$ cat src/rtl/bw_pkg.sv
// Shared bit-width defaults for the threshold search and the downstream
// interpolator, so both sides agree on bin-index and dB sample formats.
package bw_pkg;

    localparam int BW_FREQ_BIN_WIDTH = 9;
    localparam int BW_ACCUM_WIDTH    = 16;
    localparam int BW_THRESHOLD_DB   = 30;

endpackage : bw_pkg

$ cat src/rtl/threshold_crossing_search.sv
// Scans one spectrum frame per pass for the first bin that falls below
// -THRESHOLD_DB, captures the bracketing bins/levels and hands them to the interpolator.
module threshold_crossing_search
    import bw_pkg::*;
#(
    parameter int FREQ_BIN_WIDTH = BW_FREQ_BIN_WIDTH,
    parameter int ACCUM_WIDTH    = BW_ACCUM_WIDTH,
    parameter int THRESHOLD_DB   = BW_THRESHOLD_DB,
    parameter int NUM_BINS       = 512
) (
    input  logic                      clk_i,
    input  logic                      rst_ni,
    input  logic                      s_valid_i,
    output logic                      s_ready_o,
    input  logic [ACCUM_WIDTH-1:0]    s_data_i,
    input  logic                      s_last_i,
    input  logic                      busy_i,
    output logic                      start_o,
    output logic [FREQ_BIN_WIDTH-1:0] f1_o,
    output logic [FREQ_BIN_WIDTH-1:0] f2_o,
    output logic [ACCUM_WIDTH-1:0]    L1_o,
    output logic [ACCUM_WIDTH-1:0]    L2_o,
    output logic                      found_o,
    output logic                      len_err_o
);

    typedef enum logic [2:0] {
        SCAN,
        DRAIN,
        WAIT_DS,
        START,
        WAIT_DONE
    } state_e;

    localparam logic signed [ACCUM_WIDTH-1:0] THR = ACCUM_WIDTH'(-THRESHOLD_DB);
    localparam logic [FREQ_BIN_WIDTH-1:0]     LAST_BIN = FREQ_BIN_WIDTH'(NUM_BINS - 1);

    state_e                    state_q, state_d;
    logic                      start_q, start_d;
    logic [FREQ_BIN_WIDTH-1:0] bin_cnt_q;
    logic [ACCUM_WIDTH-1:0]    prev_q;
    logic [FREQ_BIN_WIDTH-1:0] f1_q, f2_q;
    logic [ACCUM_WIDTH-1:0]    L1_q, L2_q;
    logic                      found_q;
    logic                      len_err_q;

    logic accept;
    logic below;
    logic at_max;
    logic frame_end;

    assign accept    = s_valid_i & s_ready_o;
    assign below     = $signed(s_data_i) < THR;
    assign at_max    = (bin_cnt_q == LAST_BIN);
    assign frame_end = accept & (s_last_i | at_max);

    always_ff @(posedge clk_i or negedge rst_ni) begin
        if (!rst_ni) begin
            state_q <= SCAN;
            start_q <= 1'b0;
        end else begin
            state_q <= state_d;
            start_q <= start_d;
        end
    end

    always_comb begin
        state_d = state_q;
        unique case (state_q)
            SCAN: begin
                if (frame_end)           state_d = WAIT_DS;
                else if (accept && below) state_d = DRAIN;
            end
            DRAIN:     if (frame_end) state_d = WAIT_DS;
            WAIT_DS:   if (!busy_i)   state_d = START;
            START:                    state_d = WAIT_DONE;
            WAIT_DONE: if (!busy_i)   state_d = SCAN;
            default:                  state_d = SCAN;
        endcase
    end

    always_comb begin
        s_ready_o = (state_q == SCAN) || (state_q == DRAIN);
        start_d   = (state_d == START);
    end

    // While still in SCAN every earlier bin was at/above threshold, so a
    // below-threshold sample here is by construction the first crossing.
    always_ff @(posedge clk_i or negedge rst_ni) begin
        if (!rst_ni) begin
            bin_cnt_q <= '0;
            prev_q    <= '0;
            f1_q      <= '0;
            f2_q      <= '0;
            L1_q      <= '0;
            L2_q      <= '0;
            found_q   <= 1'b0;
            len_err_q <= 1'b0;
        end else begin
            len_err_q <= accept & at_max & ~s_last_i;
            if (accept) begin
                bin_cnt_q <= frame_end ? '0 : bin_cnt_q + FREQ_BIN_WIDTH'(1);
            end
            if (accept && state_q == SCAN) begin
                prev_q <= s_data_i;
                if (below) begin
                    f1_q    <= (bin_cnt_q == '0) ? '0 : bin_cnt_q - FREQ_BIN_WIDTH'(1);
                    f2_q    <= bin_cnt_q;
                    L1_q    <= (bin_cnt_q == '0) ? s_data_i : prev_q;
                    L2_q    <= s_data_i;
                    found_q <= 1'b1;
                end else if (frame_end) begin
                    f1_q    <= bin_cnt_q;
                    f2_q    <= bin_cnt_q;
                    L1_q    <= s_data_i;
                    L2_q    <= s_data_i;
                    found_q <= 1'b0;
                end
            end
        end
    end

    assign start_o   = start_q;
    assign f1_o      = f1_q;
    assign f2_o      = f2_q;
    assign L1_o      = L1_q;
    assign L2_o      = L2_q;
    assign found_o   = found_q;
    assign len_err_o = len_err_q;

endmodule : threshold_crossing_search

$ cat config.mk
export PLATFORM = sky130hd
export DESIGN_NAME = threshold_crossing_search
export DESIGN_NICKNAME = d
export VERILOG_FILES = /design/src/rtl/bw_pkg.sv /design/src/rtl/threshold_crossing_search.sv
export SDC_FILE = /design/constraint.sdc
export NUM_CORES = 1
export LEC_CHECK = 0
export ABC_AREA = 1
export CORE_MARGIN = 8
export CORE_UTILIZATION = 50
export CTS_CLUSTER_DIAMETER = 80
export CTS_CLUSTER_SIZE = 24
export DETAILED_ROUTE_END_ITERATION = 6
export PLACE_DENSITY = 0.87
export SYNTH_ARGS = -nofsm -noshare
export SYNTH_HDL_FRONTEND = slang
export SYNTH_SLANG_ARGS = --single-unit
$ cat constraint.sdc
create_clock -name clk_i -period 4.4 [get_ports clk_i]
set_input_delay 0.66 -clock clk_i [delete_from_list [all_inputs] [get_ports clk_i]]
set_output_delay 0.66 -clock clk_i [all_outputs]
set_load 0.03 [all_outputs]
==> Word level (Yosys, flattened, before mapping) <==
Cells that the tools add are included.
{ "word_totals": {"output_inout_bits": 54, "word_cells": 49, "reg_bits": 81} }
{ "classes": {"n_reduce_logical": 7, "bitwise_logic": 6, "n_lt_le_gt_ge": 1, "muxes": 17, "n_addsub": 2, "eq_ne": 6} }
{ "op_table": {"columns": ["operator", "count"], "rows": [
  ["$mux 16", 4],
  ["$mux 9", 5],
  ["$lt 16x6->1 const B", 1],
  ["$mux 3", 5],
  ["$pmux 3 s5", 1],
  ["$add 9x1->9 const B", 1],
  ["$eq 3x2->1 const B", 3],
  ["$eq 9x9->1 const B", 1],
  ["$logic_not 9->1", 1],
  ["$sub 9x1->9 const B", 1],
  ["$and 1x1->1", 4],
  ["$eq 3x1->1 const B", 1],
  ["$eq 3x3->1 const B", 1],
  ["$logic_not 3->1", 1],
  ["$logic_and 1x1->1", 2],
  ["$mux 1", 2],
  ["$reduce_and 2->1", 1],
  ["$reduce_bool 2->1", 1],
  ["$logic_or 1x1->1", 1],
  ["$not 1->1", 1],
  ["$or 1x1->1", 1]
]} }

==> Logic depth before layout (Yosys ltp) <==
Gate-level depths: netlist (run 1).
{ "logic_depth": {"word_depth": 8, "ltp_mapped": 12, "ltp_nobuf": 11} }

==> Worst setup path before layout (run 1) <==
No wires, ideal clock.
{ "synth_path": {"path_type": "reg-to-reg", "start": "register bin_cnt_q[0]", "end": "register L1_q[0], in the netlist L1_o[0]", "setup_time_ps": 118, "arrival_ps": 1691, "path_stages_with_launch": 12, "n_path_buf": 1, "t_required_ps": 4282, "slack_ps": 2591, "period_less_slack_ps": 1809, "cell_sequence": "dfrtp_1 ha_1 nand3_1 nor4_1 ha_1 nor2_1 inv_1 nand2_1 nand2_4 buf_4 nand2_1 nand2_1"} }
{ "synth_via": {"elab_chain_cells": 5, "elab_cells_between_ends": 8, "classes_between": "eq/ne (1); mux (2); bitwise (2); reduce/logical (3)"} }
{ "synth_rtl": {"columns": ["element", "line", "rtl"], "rows": [
  ["start, declared", "threshold_crossing_search.sv:40", "logic [FREQ_BIN_WIDTH-1:0] bin_cnt_q;"],
  ["start signal, assigned", "threshold_crossing_search.sv:102", "bin_cnt_q <= frame_end ? '0 : bin_cnt_q + FREQ_BIN_WIDTH'(1);"],
  ["$eq 9x9->1", "threshold_crossing_search.sv:54", "assign at_max = (bin_cnt_q == LAST_BIN);"],
  ["$or 1x1->1", "threshold_crossing_search.sv:55", "assign frame_end = accept & (s_last_i | at_max);"],
  ["$and 1x1->1", "threshold_crossing_search.sv:55", null],
  ["$reduce_bool 2->1 (no line)", null, null],
  ["$reduce_and 2->1 (no line)", null, null],
  ["end signal, assigned", "threshold_crossing_search.sv:109", "L1_q <= (bin_cnt_q == '0) ? s_data_i : prev_q;"],
  ["end signal, assigned", "threshold_crossing_search.sv:115", "L1_q <= s_data_i;"],
  ["end, declared", "threshold_crossing_search.sv:43", "logic [ACCUM_WIDTH-1:0] L1_q, L2_q;"]
]} }
Parallel ways exist; a longest one is shown, timed or not.
A chain may end at the register's enable or synchronous reset.

==> Worst setup path after layout (run 1) <==
{ "layout_path": {"start": "input port s_data_i[3]", "end": "register f1_q[5], in the netlist f1_o[5]"} }
{ "layout_via": {"elab_chain_cells": 3, "elab_cells_between_ends": 4, "classes_between": "order compare (1); mux (1); reduce/logical (2)"} }
{ "layout_rtl": {"columns": ["element", "line", "rtl"], "rows": [
  ["start, declared", "threshold_crossing_search.sv:15", "input logic [ACCUM_WIDTH-1:0] s_data_i,"],
  ["$lt 16x6->1 *", "threshold_crossing_search.sv:53", "assign below = $signed(s_data_i) < THR;"],
  ["$reduce_bool 2->1 (no line)", null, null],
  ["$reduce_and 2->1 (no line)", null, null],
  ["end signal, assigned", "threshold_crossing_search.sv:107", "f1_q <= (bin_cnt_q == '0) ? '0 : bin_cnt_q - FREQ_BIN_WIDTH'(1);"],
  ["end signal, assigned", "threshold_crossing_search.sv:113", "f1_q <= bin_cnt_q;"],
  ["end, declared", "threshold_crossing_search.sv:42", "logic [FREQ_BIN_WIDTH-1:0] f1_q, f2_q;"]
]} }
Every way passes the cells marked *; elsewhere a longest branch is shown, timed or not.

==> key figures, run 1 <==
Status
  • Outcome: complete, no violations

Logic synthesis
  • Register area share after synthesis: 49.7%
  • Avg Synthesized Cell Area: 7.83 um2
  • Top cells by count, synth: nand2_1, dfrtp_1, nand3_1
  • Number of synthesized flops with an enable pin: 0
  • Synth Register Bits: 81
  • Synth top area cells: dfrtp_1, nand2_1, mux2_2
  • Ys async rst share: 100%
  • Post-synth top area share: 49.7%
  • Post-synth net total: 545
  • Ys flop type: dfrtp_1
  • Synth area leader: dfrtp_1
  • Post-Synthesis Cells: 521
  • Most frequent cell after synthesis: nand2_1
  • Post-Syn Area: 4080 um2
  • Synth warn: 0
  • Post-synthesis cell type count: 28

Finish
  • Area grow syn2layout: 22.3%
  • Fin nets: 608
  • Share of cells above drive strength 1: 7.64%
  • Fill cells: 702
  • # diodes: 0

Floorplanning
  • Die Height: 106 um
  • I/O pin total: 75
  • Std cell rows: 33
  • DIE AREA: 11300 um2
  • Die width: 106 um
  • Starting Density: 50.7%
  • Core area: 8050 um2

Route
  • DRT Pass-1 Iters: 5
  • Met2 wire len: 4580 um
  • Via density: 5.11
  • Vias: 3548
  • Initial DRC Count: 364
  • Post-DRT Antenna Nets: 0
  • Met1 wire length: 4430 um
  • Met3 WL: 738 um
  • Uppermost layer routed: met4
  • Total Routed Length: 9850 um
  • DRC Markers: 0
  • WL/cell: 14.2 um

GRT
  • All-Layer GR Usage: 18.1%
  • Antenna violations before repair: 0
  • Vias in the first global route: 3464
  • First-pass GRT wire length: 16800 um
  • Remaining global-route overflow: 0
  • Largest net degree at the start of global routing: 82

STA
  • Max-slew headroom: 30.3%
  • Pin slew with the least headroom to its limit: 1040 ps
  • Fmax: 306 MHz
  • Clk_skew: 11.7 ps
  • Setup-failing EPs final: 0
  • Final period utilization: 74.3%
  • Slew Viols, Final: 0
  • Worst Slack Setup Final: 1130 ps
  • Aggregate negative setup slack: 0 ps
  • Final critical-path required period: 3270 ps
  • Final hold violations: 0
  • Unrepaired setup endpoints after global routing: false

Pwr
  • Seq pwr share: 33.2%
  • Leak: 2.57 nW
  • Logic pwr share: 49.7%
  • Sw power: 1.59 mW
  • Sw Ratio: 43.4%
  • Worst IR Drop VDD: 0.000375 V
  • Internal power: 2.07 mW
  • Pwr dens: 732 nW/um2
  • Clock share of power: 17.1%

Placed design
  • Setup WS pre-CTS: 828 ps
  • DP HPWL: 6720 um
  • Port buffer count: 74
  • GPL Wtd Cong: 0.858

Hold path
  • Worst Hold Class: register to register
  • Hold Startpoint: state_q[2]$_DFF_PN0_

Job
  • Maxcap violations: 0

Clocking
  • H-tree depth: 3
  • CTS Buf Count: 9
  • Clock Latency Late Sink: 360 ps
  • Clock-pin slew on the worst setup and hold paths: 80 ps
  • Root buffer cell: clkbuf_8
  • Post-CTS Setup Inserts: 0
  • PostCTS Resize Cnt: 0
  • Hold Buf Count CTS: 0
  • Clk buf depth: 2
  • CTS Sinks: 81
  • TritonCTS clock tree: yes

Worst setup path
  • Crit end category: register
  • Critical Path Start Type: input port
  • CP required: 4640 ps
  • Crit path DAT: 3510 ps
  • WS Path Type: input port to register
  • FF-to-FF Start: bin_cnt_q[3]$_DFFE_PN0P_
  • Critical path origin: s_data_i[3]
  • Worst-path maximum fanout: 51
==> cells by family after synthesis <==
logic type	count (synthesis)	synth area share, %
xor gates and xnor gates	5	1.07
AOI/OAI and AO/OA	20	2.67
DFF	81	49.7
buffers and inverters	45	6.96
adders and majority gates	3	0.920
and+or+nand+nor	353	34.8
muxes	14	3.86
==> final timing paths <==
kind                       cells after the start                    to  slack [ps]
min                                            1     start_o$_DFF_PN0_         440
max                                           11   f1_o[5]$_DFFE_PN0P_        1130
min in group asynchronous                      1  state_q[2]$_DFF_PN0_         450
min reg2reg                                    1     start_o$_DFF_PN0_         440
max reg2reg                                   10   f1_o[5]$_DFFE_PN0P_        1530
max in group asynchronous                      1   f2_o[3]$_DFFE_PN0P_        3280
==> placed cells by master (no fill, tap or decap), drive strengths merged <==
cell type	count
clkdlybuf4s50	73
bufinv	2
clkinvlp	2
nor2	31
clkinv	1
a21oi	6
nor4	2
clkbuf	12
ha	3
mux2	14
o21ai	10
o21a	2
nor3	2
buf	2
nand4	3
inv	21
nand3	27
xor2	5
dfrtp	81
o22ai	1
nand2	288
o31ai	1
==> power by group through the flow <==
| stage | Sequential [mW] | Clock (mW) | Combinational, mW |
|---|---|---|---|
| after detailed placement | 1.22 | 0 | 1.81 |
| final | 1.21 | 0.626 | 1.82 |
| after global placement | 1.21 | 0 | 1.76 |
| after CTS | 1.21 | 0.628 | 1.83 |
| after global routing | 1.25 | 0.658 | 2.01 |
| after floorplan | 1.54 | 0 | 0.957 |
==> worst max-delay path, stage by stage <==
cell and delay, ps:
clkdlybuf4s50_1 530, nor2_1 160, nand2_1 60, nand2_1 60
nor2_2 50, nor2_2 780, nand2_2 170, nand2_4 460
inv_4 310, nand2_1 140, nand2_1 70
==> stage by stage <==
step	cell area (um2)	utilization (%)	power (mW)	std cells	hold WS (ps)
global route	4990	62.0	3.92	694	449
finish	4990	62.0	3.66	694	438
floorplan	4080	-	2.50	521	364
global placement	4760	59.1	2.97	678	428
detailed placement	4760	59.1	3.04	678	429
CTS	4990	62.0	3.67	694	440
==> layer usage <==
metal  up-vias  track usage, %
li1       1739               -
met1      1677            23.4
met2       121            28.4
met3        11            5.02
met4         0            6.53
met5         -               0
==> layout make-up <==
| type | count | area [um2] | share of cell area, % |
|---|---|---|---|
| tap | 105 | 131 | 2.63 |
| multi-input combinational | 395 | 1770 | 35.4 |
| sequential | 81 | 2030 | 40.6 |
| inverter | 22 | 87.6 | 1.75 |
| clock inverter | 4 | 75.1 | 1.50 |
| clock buffer | 12 | 155 | 3.11 |
| timing repair buffer | 75 | 746 | 14.9 |
==> registers in the layout, indices dropped and copies added, names as in the netlist, 3 cells and up <==
signal and flops:
L2_o 16, L1_o 16, state_q 3, bin_cnt_q 9
f2_o 9, prev_q 16, f1_o 9
(Power assumes the default switching activity.)
==> run 2, diff against run 1 <==
CORE_UTILIZATION = 47   (was 50)
PLACE_DENSITY = 0.86   (was 0.87)
clock period = 2.7 ns   (was 4.4 ns; I/O delays follow)
==> run 2 against run 1 <==
Flip-flop and latch count did not move. Worst hold slack got worse by 230 ps. Power rose by 63%. Global-route usage rose by 0.082 points. Die area rose by 5.4%. Non-clock buffer count rose by 10. Clock skew rose by 4.2 ps. Largest cell class unchanged. Largest power group unchanged.
==> key figures, run 2 (synthesis results as in run 1) <==
Clocking
  • Post-CTS Setup Inserts: 0 (unchanged)
  • TritonCTS clock tree: yes (unchanged)
  • CTS Sinks: 81 (unchanged)
  • Clock Latency Late Sink: 360 ps (about the same)
  • Clock-pin slew on the worst setup and hold paths: 90 ps (was 80 ps)
  • PostCTS Resize Cnt: 0 (unchanged)
  • CTS Buf Count: 9 (unchanged)
  • Root buffer cell: clkbuf_8 (unchanged)
  • Clk buf depth: 2 (unchanged)
  • H-tree depth: 3 (unchanged)
  • Hold Buf Count CTS: 0 (unchanged)

Hold path
  • Worst Hold Class: input port to asynchronous set/reset pin (was register to register)

Finish
  • Share of cells above drive strength 1: 9.35% (was 7.64%)
  • # diodes: 0 (unchanged)
  • Area grow syn2layout: 23.6% (was 22.3%)
  • Fin nets: 618 (was 608)
  • Fill cells: 715 (was 702)
  • Most common cell after layout, fill and taps aside: nand2_1 (unchanged)
  • Most frequent cells in the layout: nand2_1, dfrtp_1, clkdlybuf4s50_1, nand3_1, nor2_1 (unchanged)
  • Non-Filler Instances: 707 (was 694)

Pwr
  • Worst IR Drop VDD: 0.000598 V (was 0.000375 V)
  • Leak: 2.61 nW (was 2.57 nW)
  • Pwr dens: 1180 nW/um2 (was 732 nW/um2)

STA
  • Final critical-path required period: 2270 ps
  • Final hold violations: 0 (unchanged)
  • Fmax: 440 MHz
  • Final period utilization: 84.2%
  • Pin slew with the least headroom to its limit: 992 ps (was 1040 ps)
  • Max-slew headroom: 33.9% (was 30.3%)
  • Unrepaired setup endpoints after global routing: false (unchanged)
  • Setup-failing EPs final: 0 (unchanged)
  • Clk_skew: 15.9 ps (was 11.7 ps)
  • Slew Viols, Final: 0 (unchanged)
  • Aggregate negative setup slack: 0 ps (unchanged)

Worst setup path
  • Crit end category: register (unchanged)
  • Critical Path Start Type: register (was input port)
  • CP required: 3010 ps (was 4640 ps)
  • Crit path DAT: 2580 ps (was 3510 ps)
  • Worst-path maximum fanout: 26 (was 51)
  • FF-to-FF path depth: 11 (was 10)
  • WS Path Type: register to register (was input port to register)
  • Reg2reg end: L1_o[12]$_DFFE_PN0P_ (was f1_o[5]$_DFFE_PN0P_)
  • FF-to-FF Start: bin_cnt_q[1]$_DFFE_PN0P_ (was bin_cnt_q[3]$_DFFE_PN0P_)
  • R2r setup slk: 430 ps (was 1530 ps)

Job
  • Maxcap violations: 0 (unchanged)

Route
  • Total Routed Length: 10500 um (was 9850 um)
  • WL/cell: 14.8 um (was 14.2 um)
  • Via density: 5.14 (was 5.11)
  • Post-DRT Antenna Nets: 0 (unchanged)
  • Met1 wire length: 4590 um (was 4430 um)
  • Met2 wire len: 4840 um (was 4580 um)
  • DRC Markers: 0 (unchanged)
  • DRT Pass-1 Iters: 5 (unchanged)
  • Uppermost layer routed: met4 (unchanged)
  • Initial DRC Count: 284 (was 364)
  • Met3 WL: 792 um (was 738 um)
  • Vias: 3635 (was 3548)

GRT
  • All-Layer GR Usage: 18.2% (was 18.1%)
  • Largest net degree at the start of global routing: 82 (unchanged)
  • Vias in the first global route: 3645 (was 3464)
  • First-pass GRT wire length: 17300 um (was 16800 um)
  • Remaining global-route overflow: 0 (unchanged)
  • Antenna violations before repair: 0 (unchanged)

Placed design
  • DP HPWL: 7190 um (was 6720 um)
  • Port buffer count: 74 (unchanged)
  • DP Cell Count: 691 (was 678)
  • GPL Wtd Cong: 0.882 (was 0.858)

Floorplanning
  • Core area: 8550 um2 (was 8050 um2)
  • Die width: 109 um (was 106 um)
  • I/O pin total: 75 (unchanged)
  • Starting Density: 47.7% (was 50.7%)
  • Die Height: 109 um (was 106 um)
  • DIE AREA: 11900 um2 (was 11300 um2)
  • Std cell rows: 34 (was 33)

Status
  • Outcome: complete, no violations (unchanged)
==> run 2: worst max-delay path: stages, from the launching register on <==
cell,delay [ps]
dfrtp_1,480
ha_1,260
nand3_1,110
nor4_1,250
ha_1,240
nor2_1,70
inv_1,80
nand2_1,120
nand2_4,120
buf_4,280
nand2_1,130
nand2_1,80
==> run 2: metal layers <==
layer	track usage (%)	up-vias
li1	-	1764
met1	23.1	1701
met3	4.67	25
met4	8.97	0
met2	28.3	145
met5	0	-
==> run 2: worst max path at each step <==
stage                                   startpoint              endpoint  cells past startpoint
after floorplan           bin_cnt_q[0]$_DFFE_PN0P_   L1_o[0]$_DFFE_PN0P_                     11
after global placement                 s_data_i[6]  state_q[0]$_DFF_PN0_                     10
after detailed placement               s_data_i[5]  state_q[0]$_DFF_PN0_                     10
after CTS                     state_q[0]$_DFF_PN0_             s_ready_o                      4
after global routing      bin_cnt_q[1]$_DFFE_PN0P_   L2_o[6]$_DFFE_PN0P_                     11
final                     bin_cnt_q[1]$_DFFE_PN0P_  L1_o[12]$_DFFE_PN0P_                     11
==> run 2: power by group <==
group | total (mW) | switching, mW | internal, mW
clock | 0.904 | 0.469 | 0.435
sequential | 1.98 | 0.297 | 1.68
combinational | 3.06 | 1.91 | 1.16
total | 5.94 | 2.67 | 3.27
==> run 2: area by class of cell <==
type,instances,area [um2],area share (%)
Sequential cell,81,2030,40.2
Inverter,22,87.6,1.74
Clock buffer,9,124,2.46
Tap cell,108,135,2.68
Timing Repair Buffer,85,821,16.3
Multi-Input combinational cell,395,1770,35.1
Clock inverter,7,77.6,1.54
==> run 2: through the flow <==
step | area [um2] | hold WS (ps) | power (mW) | utilization (%) | worst slack (ps)
finish | 5040 | 206 | 5.94 | 59.0 | 427
global route | 5040 | 304 | 6.35 | 59.0 | 224
CTS | 5040 | 246 | 5.96 | 59.0 | 450
detailed placement | 4840 | 430 | 5.03 | 56.6 | 457
global placement | 4840 | 428 | 4.92 | 56.6 | 492
floorplan | 4080 | 109 | 4.08 | - | 891
